$ cat config.mk
export PLATFORM = sky130hd
export DESIGN_NAME = shift_deserializer
export DESIGN_NICKNAME = d
export VERILOG_FILES = /design/src/rtl/shift_ser_pkg.sv /design/src/rtl/shift_deserializer_out_reg.sv /design/src/rtl/shift_deserializer.sv
export SDC_FILE = /design/constraint.sdc
export NUM_CORES = 1
export LEC_CHECK = 0
export BUFFER_PORTS_ARGS = -buffer_cell sky130_fd_sc_hd__buf_2
export CAP_MARGIN = 40
export CELL_PAD_IN_SITES_DETAIL_PLACEMENT = 0
export CELL_PAD_IN_SITES_GLOBAL_PLACEMENT = 1
export CORE_MARGIN = 5
export CORE_UTILIZATION = 35
export CTS_CLUSTER_SIZE = 24
export DETAILED_ROUTE_END_ITERATION = 8
export GPL_ROUTABILITY_DRIVEN = 0
export HOLD_SLACK_MARGIN = 0.15
export PLACE_DENSITY_LB_ADDON = 0.15
export SLEW_MARGIN = 25
export SYNTH_ARGS = -nofsm -noshare
export SYNTH_HDL_FRONTEND = slang
export SYNTH_SLANG_ARGS = --single-unit
$ cat constraint.sdc
create_clock -name clk -period 2.59 [get_ports clk]
set_input_delay 0 -clock clk [delete_from_list [all_inputs] [get_ports clk]]
set_output_delay 0 -clock clk [all_outputs]
set_load 0.02 [all_outputs]
$ cat src/rtl/shift_ser_pkg.sv
// Shared definitions for the serial-to-parallel deserializer: FSM state
// encoding, default word geometry and the dropped-word counter ceiling.
package shift_ser_pkg;

  localparam int SER_WIDTH   = 16;
  localparam int SER_LOG2    = 4;
  localparam int OVF_CNT_MAX = 255;

  typedef enum logic [1:0] {
    IDLE    = 2'd0,
    COLLECT = 2'd1,
    PAD     = 2'd2
  } ser_state_t;

endpackage

$ cat src/rtl/shift_deserializer_out_reg.sv
// Output holding register with valid/ready handshake for the deserializer.
// A completed word is loaded when the register is empty or being drained in
// the same cycle; otherwise the new word is dropped and ovf_o pulses.
// Optional feature: define SHIFT_DESER_OVF_CNT_EN to build a saturating
// dropped-word counter; without it ovf_cnt_o is tied to zero.
module deser_out_reg
  import shift_ser_pkg::*;
#(
  parameter int TO = SER_WIDTH
) (
  input  logic          clk,
  input  logic          reset_n,
  input  logic          load_i,
  input  logic [TO-1:0] word_i,
  input  logic          ready_i,
  output logic [TO-1:0] data_o,
  output logic          valid_o,
  output logic          ovf_o,
  output logic [7:0]    ovf_cnt_o
);

  logic [TO-1:0] data_q, data_d;
  logic          valid_q, valid_d;
  logic          ovf_q, ovf_d;

  // Load, hold, drain or drop decision for the holding register.
  always_comb begin
    data_d  = data_q;
    valid_d = valid_q;
    ovf_d   = 1'b0;
    if (load_i) begin
      if (!valid_q || ready_i) begin
        data_d  = word_i;
        valid_d = 1'b1;
      end else begin
        ovf_d = 1'b1;
      end
    end else if (valid_q && ready_i) begin
      valid_d = 1'b0;
    end
  end

  // Holding register state and the registered overflow pulse.
  always_ff @(posedge clk or negedge reset_n) begin
    if (!reset_n) begin
      data_q  <= '0;
      valid_q <= 1'b0;
      ovf_q   <= 1'b0;
    end else begin
      data_q  <= data_d;
      valid_q <= valid_d;
      ovf_q   <= ovf_d;
    end
  end

  assign data_o  = data_q;
  assign valid_o = valid_q;
  assign ovf_o   = ovf_q;

`ifdef SHIFT_DESER_OVF_CNT_EN
  logic [7:0] ovf_cnt_q, ovf_cnt_d;

  // Count each dropped word, sticking at the ceiling instead of wrapping.
  always_comb begin
    ovf_cnt_d = ovf_cnt_q;
    if (ovf_d && (ovf_cnt_q != 8'(OVF_CNT_MAX))) begin
      ovf_cnt_d = ovf_cnt_q + 8'd1;
    end
  end

  // Dropped-word counter register.
  always_ff @(posedge clk or negedge reset_n) begin
    if (!reset_n) begin
      ovf_cnt_q <= '0;
    end else begin
      ovf_cnt_q <= ovf_cnt_d;
    end
  end

  assign ovf_cnt_o = ovf_cnt_q;
`else
  assign ovf_cnt_o = 8'h00;
`endif

endmodule

$ cat src/rtl/shift_deserializer.sv
// Serial-to-parallel deserializer: collects TO bits MSB first while valid_i
// is high, skips trailing pad bits, and hands the word to an output register
// with a valid/ready handshake. Short frames pulse frame_err_o.
// Optional feature: define SHIFT_DESER_OVF_CNT_EN to enable the saturating
// dropped-word counter on ovf_cnt_o.
module shift_deserializer
  import shift_ser_pkg::*;
#(
  parameter int TO     = SER_WIDTH,
  parameter int LOG2TO = SER_LOG2
) (
  input  logic          clk,
  input  logic          reset_n,
  input  logic          data_i,
  input  logic          valid_i,
  output logic          ready_o,
  output logic [TO-1:0] data_o,
  output logic          valid_o,
  input  logic          ready_i,
  output logic          frame_err_o,
  output logic          ovf_o,
  output logic [7:0]    ovf_cnt_o
);

  localparam logic [LOG2TO:0] CNT_ONE  = (LOG2TO+1)'(1);
  localparam logic [LOG2TO:0] CNT_FULL = (LOG2TO+1)'(TO);

  // The shift register keeps only the first TO-1 bits; the TO-th bit is
  // taken straight from data_i when the word completes.
  ser_state_t      state_q, state_d;
  logic [TO-2:0]   shreg_q, shreg_d;
  logic [LOG2TO:0] cnt_q, cnt_d;
  logic            frame_err_q, frame_err_d;
  logic [TO-1:0]   shift_word;
  logic [LOG2TO:0] cnt_inc;
  logic            word_done;

  assign shift_word = {shreg_q, data_i};
  assign cnt_inc    = cnt_q + CNT_ONE;

  // Frame FSM: next state, shift register, bit count and error pulse.
  always_comb begin
    state_d     = state_q;
    shreg_d     = shreg_q;
    cnt_d       = cnt_q;
    frame_err_d = 1'b0;
    word_done   = 1'b0;
    unique case (state_q)
      IDLE: begin
        if (valid_i) begin
          shreg_d    = '0;
          shreg_d[0] = data_i;
          cnt_d      = CNT_ONE;
          state_d    = COLLECT;
        end
      end
      COLLECT: begin
        if (valid_i) begin
          shreg_d = shift_word[TO-2:0];
          cnt_d   = cnt_inc;
          if (cnt_inc == CNT_FULL) begin
            word_done = 1'b1;
            state_d   = PAD;
          end
        end else begin
          shreg_d     = '0;
          cnt_d       = '0;
          frame_err_d = 1'b1;
          state_d     = IDLE;
        end
      end
      PAD: begin
        if (!valid_i) begin
          cnt_d   = '0;
          state_d = IDLE;
        end
      end
      default: begin
        shreg_d = '0;
        cnt_d   = '0;
        state_d = IDLE;
      end
    endcase
  end

  // Frame FSM, shift register, counter and error pulse registers.
  always_ff @(posedge clk or negedge reset_n) begin
    if (!reset_n) begin
      state_q     <= IDLE;
      shreg_q     <= '0;
      cnt_q       <= '0;
      frame_err_q <= 1'b0;
    end else begin
      state_q     <= state_d;
      shreg_q     <= shreg_d;
      cnt_q       <= cnt_d;
      frame_err_q <= frame_err_d;
    end
  end

  assign frame_err_o = frame_err_q;
  assign ready_o     = (state_q == IDLE) && (!valid_o || ready_i);

  deser_out_reg #(
    .TO (TO)
  ) u_out_reg (
    .clk       (clk),
    .reset_n   (reset_n),
    .load_i    (word_done),
    .word_i    (shift_word),
    .ready_i   (ready_i),
    .data_o    (data_o),
    .valid_o   (valid_o),
    .ovf_o     (ovf_o),
    .ovf_cnt_o (ovf_cnt_o)
  );

endmodule

; Word level (Yosys, flattened, before mapping)
; Cells that the tools add are included.
[classes]
addsub = 1
eq_ne = 7
muxes = 22
bitwise_logic = 1
n_reduce_logical = 11
[ops]
columns = cell, count
row1 = one-hot mux 15 bit (3 select lines), 1
row2 = 2-to-1 mux 15 bit, 2
row3 = 2-to-1 mux 5 bit, 3
row4 = one-hot mux 5 bit (3 select lines), 1
row5 = 2-to-1 mux 1 bit, 10
row6 = 2-to-1 mux 2 bit, 4
row7 = AND reduction 2 bit, 4
row8 = inequality test 2 bit (second input constant), 3
row9 = one-hot mux 2 bit (3 select lines), 1
row10 = adder 5 x 1 -> 5 bit (second input constant), 1
row11 = == test 5 bit (second input constant), 1
row12 = inequality test 3 bit (second input constant), 1
row13 = AND reduction 3 bit, 1
row14 = == test 2 x 1 -> 1 bit (second input constant), 1
row15 = == test 2 bit (second input constant), 1
row16 = logical AND 1 bit, 2
row17 = zero test 2 bit, 1
row18 = nonzero test 2 bit, 1
row19 = zero test 1 bit, 1
row20 = logical OR 1 bit, 1
row21 = inverter 1 bit, 1
[word_totals]
regBits = 41
word_cells = 49

; Longest topological paths before layout
[depth]
word_depth = 7
mapped_depth = 7
ltp_nobuf = 6

; Modules after synthesis
; From an unflattened synthesis, not the netlist that was laid out.
[unflattened]
hier_cells = 160
area_unflattened_um2 = 1884.3
[modules_own_cells]
columns = module, n_inst, cells_each, area_per_inst_um2, seq_area_each_um2
row1 = shift_deserializer, 1, 111, 1096.1, 575.6
row2 = deser_out_reg, 1, 49, 788.3, 450.4

; Least setup slack after synthesis
; No wires, ideal clock.
[synth_timing]
kind = register to register
startpoint = register cnt_q[0]
endpoint = register u_out_reg.data_q[10], in the netlist u_out_reg.data_o[10]
setup_time_ns = 0.125
arrival_time_ns = 1.710
t_required_ns = 2.465
path_slack_ns = 0.755
stages_incl_launch_ff = 8
n_path_buf = 1
path_cell_list = dfrtp_1 -> ha_1 -> nor3_1 -> nand3_1 -> o22ai_2 -> nand3_4 -> buf_6 -> mux2_4
[synth_between]
elab_chain_len = 6
[synth_lines]
columns = element, line_no
row1 = from (decl), shift_deserializer.sv:32  ; logic [LOG2TO:0] cnt_q, cnt_d;
row2 = from (signal assigned), shift_deserializer.sv:96  ; cnt_q <= cnt_d;
row3 = adder 5 x 1 -> 5 bit, shift_deserializer.sv:39  ; assign cnt_inc = cnt_q + CNT_ONE;
row4 = == test 5 bit, shift_deserializer.sv:61  ; if (cnt_inc == CNT_FULL) begin
row5 = 2-to-1 mux 1 bit, shift_deserializer.sv:61
row6 = 2-to-1 mux 1 bit, shift_deserializer.sv:58  ; if (valid_i) begin
row7 = 2-to-1 mux 1 bit, shift_deserializer.sv:48  ; unique case (state_q)
row8 = AND reduction 2 bit (no line), --
row9 = to (signal assigned), shift_deserializer_out_reg.sv:50  ; data_q <= data_d;
row10 = to (decl), shift_deserializer_out_reg.sv:22  ; logic [TO-1:0] data_q, data_d;
; Every way passes these cells.
; A chain may end at the register's enable or synchronous reset.

; Final worst setup path
[layout_timing]
startpoint = register cnt_q[0]
endpoint = register u_out_reg.data_q[12], in the netlist u_out_reg.data_o[12]
; Same word-level chain as after synthesis.

==> results by stage <==
Clocking:
- Clock latency on the worst-skew pair, taken at its later pin, is 0.29 ns.
- The TritonCTS clock tree is built.
- The total CTS buffers is 5.
- The buffer cell driving the clock tree root is sky130_fd_sc_hd__clkbuf_8.
- The maximum buffer depth of the clock tree is 2.
- The number of levels in the clock H-tree is 2.
- The clock input transition at the sequential cells of the worst setup and hold paths is 0.08 ns.
- The clock drives 41 sinks.
- Post-CTS timing repair inserted 0 buffers for setup.

Worst setup path:
- The worst flop-to-flop path endpoint is u_out_reg.data_o[12]$_DFFE_PN0P_.
- Along the worst path, the maximum fanout reaches 16.
- The critical path class is register to register.
- The type of origin of the critical path is a register.
- The startpoint identified for the worst register-to-register timing path is cnt_q[0]$_DFFE_PN0P_.
- The worst endpoint data arrival time is 2.23 ns.
- The worst setup path is captured at a register.
- In this run the register-to-register setup slack is 0.53 ns.
- At the worst endpoint, the required time is 2.76 ns.
- The number of cells on the worst reg-to-reg path is 6.

Synthesis:
- The synthesized area is 1830 sq um.
- Synthesis produced a netlist whose cell count is 142.
- The sequential cell area fraction in the yosys report is 56.1%.
- The fraction of registers with async set or reset after synthesis is 100%.
- The average size of a mapped cell is 12.9 sq um.
- The synthesis warning total is 0.
- After synthesis, the netlist uses 31 different library cells.
- The total of flip-flops plus latches after synthesis is 41.
- The primary flip-flop cell chosen by synthesis mapping is sky130_fd_sc_hd__dfrtp_1.
- Counting flops with a built-in enable in the synthesized netlist gives 0.

Global route:
- The total congestion overflow is 0.
- The initial antenna violation count is 0.
- For this run, the total global-route usage over all layers was measured as 11.2%.
- The via count of the first global-routing pass was 1186.
- The maximum number of pins on one net before global-route repair is 23.
- The first global-routing pass estimated 5750 um of wire.

Die:
- The floorplan has 26 rows.
- The die is 82.3 um wide.
- Once the floorplan was initialized, standard cells occupied 35.8% of the core.
- The standard cell core area is 5110 sq um.
- The die covers 6770 sq um.
- The die is 82.3 um tall.
- Pin placement for this block handled 33 I/O pins.

Timing:
- The final critical-path share of the clock period is 79.5%.
- The minimum clock period after layout is 2.06 ns.
- Across all hold checks on the routed design, the worst slack comes to 0.213 ns.
- The hold violation total from the final report was 0.
- The number of max-slew violations in the final report is 0.
- The count of final setup violators is 0.
- The clock skew is 0.00702 ns.
- The final setup slack of the worst path is 0.531 ns.
- The transition at the pin with the smallest max-transition slack is 0.768 ns.
- The relative max-transition margin is 48.8%.
- For the final routed database, the setup TNS stands at 0 ns.
- The peak clock frequency supported by timing is 486 MHz.
- Setup repair after global routing left no endpoint under its margin.

Placed design:
- The number of buffers inserted by port buffering is 24.
- The post-place instance area is 2000 sq um.
- Once detailed placement completed, the half-perimeter wirelength came to 2390 um.
- After detailed placement, the design holds a cell count of 231.
- OpenSTA, run right after detailed placement, puts the worst setup slack at 0.543 ns.

Job:
- The count of maximum capacitance violations is 0.

Routing:
- In the routed design, unresolved DRC markers number 0.
- Using the TritonRoute via totals, the vias-per-cell ratio works out to 4.70.
- The count of vias placed by the detailed router is 1143.
- The routed wire length is 3370 um.
- The detailed router finished its first iteration with 19 violations.
- The first detailed-routing pass took 4 iterations.
- The count of nets left with antenna violations once routing finished came out at 0.
- Dividing the detail-routed wire length by the instance count gives 13.9 um.

Final layout:
- The area growth from synthesis to layout is 17.9%.
- For this run, the share of the core covered by cells in the final layout is 42.2%.
- Excluding fillers, the count of instances in the completed layout stands at 243.
- Of the cells placed in the final design, the portion with a size suffix greater than 1 is 31.8%.
- The filler cells instantiated in the layout total 501.
- After the last flow step, the layout net total stands at 179.
- Summing all non-filler instances in the final layout gives an area of 2160 sq um.
- The number of diodes is 0.

Worst hold path:
- The path class of the tightest hold or removal check is primary input to asynchronous set/reset pin.

Pwr:
- Power spread over the standard cell area amounts to 590 nW/um^2.
- Across the VDD grid, the largest voltage drop is 0.000266 V.
- The leakage power figure is 1.11 nW.
- The completed layout was analyzed and its total power is 1.27 mW.

Outcome:
- The flow ran to the end, and the final reports show no timing, DRC or antenna violations.
==> registers in the layout, indices dropped and copies added, names as in the netlist <==
| register | cells |
|---|---|
| u_out_reg.data_o | 16 |
| shreg_q | 15 |
| cnt_q | 5 |
| state_q | 2 |
| frame_err_o | 1 |
| u_out_reg.ovf_o | 1 |
| u_out_reg.valid_o | 1 |
==> routing by layer <==
metal	GRT usage [%]	wire length, um	part of all wire, %
met1	14.3	1620	48
met2	18.1	1570	46
met3	2.60	138	4.1
met4	4.82	44	1.3
met5	0	0	0
==> cells by family (layout without fill, tap and decap cells) <==
| logic type | count (synthesis) | in the layout | synth area share, % |
|---|---|---|---|
| other | 1 | 8 | 0.205 |
| flip-flops | 41 | 41 | 56.1 |
| AO/OA/AOI/OAI | 32 | 32 | 13.3 |
| multiplexers | 17 | 17 | 12.4 |
| AND/OR/NAND/NOR | 34 | 34 | 10.8 |
| adder cells (fa/ha/maj) | 2 | 2 | 1.37 |
| buffers and inverters | 15 | 39 | 5.75 |
==> area by class of cell <==
type,instances,area (sq um),share of cell area [%]
multi-input combinational,93,724,33.6
clock buffer,6,82.6,3.83
clock inverter,2,37.5,1.74
timing repair buffer,30,195,9.05
tap,70,87.6,4.06
sequential,41,1030,47.6
inverter,1,3.75,0.174
==> worst max-delay path, cell delays in order (launching register included) <==
cell and delay [ns]:
sky130_fd_sc_hd__dfrtp_1 0.46, sky130_fd_sc_hd__ha_1 0.28, sky130_fd_sc_hd__nor3_1 0.15, sky130_fd_sc_hd__nand3_1 0.13, sky130_fd_sc_hd__o22ai_2 0.22, sky130_fd_sc_hd__nand3_4 0.30, sky130_fd_sc_hd__mux2_4 0.39
==> timing repair <==
item / CTS / global route
hold buffers: 4 / 0
hold endpoints to repair: 52 / 0
endpoints found under the setup margin: 0 / 0
resized for setup: 0 / 0
==> Yosys cell counts, types with 3 or more instances <==
cell | number | area (sq um)
sky130_fd_sc_hd__clkbuf_1 | 3 | 11.3
sky130_fd_sc_hd__nand2_1 | 12 | 45.0
sky130_fd_sc_hd__nor2_1 | 4 | 15.0
sky130_fd_sc_hd__o21ai_0 | 9 | 45.0
sky130_fd_sc_hd__a22o_1 | 19 | 166
sky130_fd_sc_hd__mux2_2 | 6 | 67.6
sky130_fd_sc_hd__mux2_4 | 10 | 150
sky130_fd_sc_hd__dfrtp_1 | 41 | 1030
sky130_fd_sc_hd__buf_4 | 8 | 60.1
==> placed cells by master (no fill, tap or decap) <==
cell	n
sky130_fd_sc_hd__a21boi_0	2
sky130_fd_sc_hd__a21oi_1	1
sky130_fd_sc_hd__a22o_1	19
sky130_fd_sc_hd__and2_0	1
sky130_fd_sc_hd__and2_1	1
sky130_fd_sc_hd__and2b_2	2
sky130_fd_sc_hd__and3_1	2
sky130_fd_sc_hd__and4b_1	1
sky130_fd_sc_hd__buf_16	1
sky130_fd_sc_hd__buf_2	24
sky130_fd_sc_hd__buf_4	1
sky130_fd_sc_hd__bufinv_16	1
sky130_fd_sc_hd__clkbuf_8	6
sky130_fd_sc_hd__clkinvlp_4	1
sky130_fd_sc_hd__conb_1	8
sky130_fd_sc_hd__dfrtp_1	41
sky130_fd_sc_hd__dlygate4sd3_1	4
sky130_fd_sc_hd__ha_1	2
sky130_fd_sc_hd__inv_1	1
sky130_fd_sc_hd__mux2_2	6
sky130_fd_sc_hd__mux2_4	10
sky130_fd_sc_hd__mux2i_1	1
sky130_fd_sc_hd__nand2_1	12
sky130_fd_sc_hd__nand2b_1	1
sky130_fd_sc_hd__nand2b_4	1
sky130_fd_sc_hd__nand3_1	2
sky130_fd_sc_hd__nand3_4	1
sky130_fd_sc_hd__nor2_1	4
sky130_fd_sc_hd__nor2b_1	1
sky130_fd_sc_hd__nor3_1	2
sky130_fd_sc_hd__o21ai_0	9
sky130_fd_sc_hd__o22ai_2	1
sky130_fd_sc_hd__or2_0	1
sky130_fd_sc_hd__or2b_1	2
==> where the power goes <==
group | leakage (nW) | internal [mW] | total (mW) | switching [mW]
logic | 0.493 | 0.0277 | 0.0789 | 0.0511
registers | 0.564 | 0.648 | 0.660 | 0.0123
clock network | 0.0574 | 0.313 | 0.535 | 0.221
total | 1.11 | 0.989 | 1.27 | 0.285
==> worst max path at each step <==
stage / start / slack (ns) / endpoint
after floorplan: cnt_q[0]$_DFFE_PN0P_ / 0.76 / u_out_reg.data_o[10]$_DFFE_PN0P_
after global placement: cnt_q[0]$_DFFE_PN0P_ / 0.63 / u_out_reg.data_o[7]$_DFFE_PN0P_
after detailed placement: cnt_q[0]$_DFFE_PN0P_ / 0.54 / u_out_reg.data_o[12]$_DFFE_PN0P_
after CTS: cnt_q[0]$_DFFE_PN0P_ / 0.53 / u_out_reg.data_o[12]$_DFFE_PN0P_
after global routing: cnt_q[0]$_DFFE_PN0P_ / 0.39 / u_out_reg.data_o[6]$_DFFE_PN0P_
final: cnt_q[0]$_DFFE_PN0P_ / 0.53 / u_out_reg.data_o[12]$_DFFE_PN0P_
Note: power is estimated with default switching activity, not from simulation.
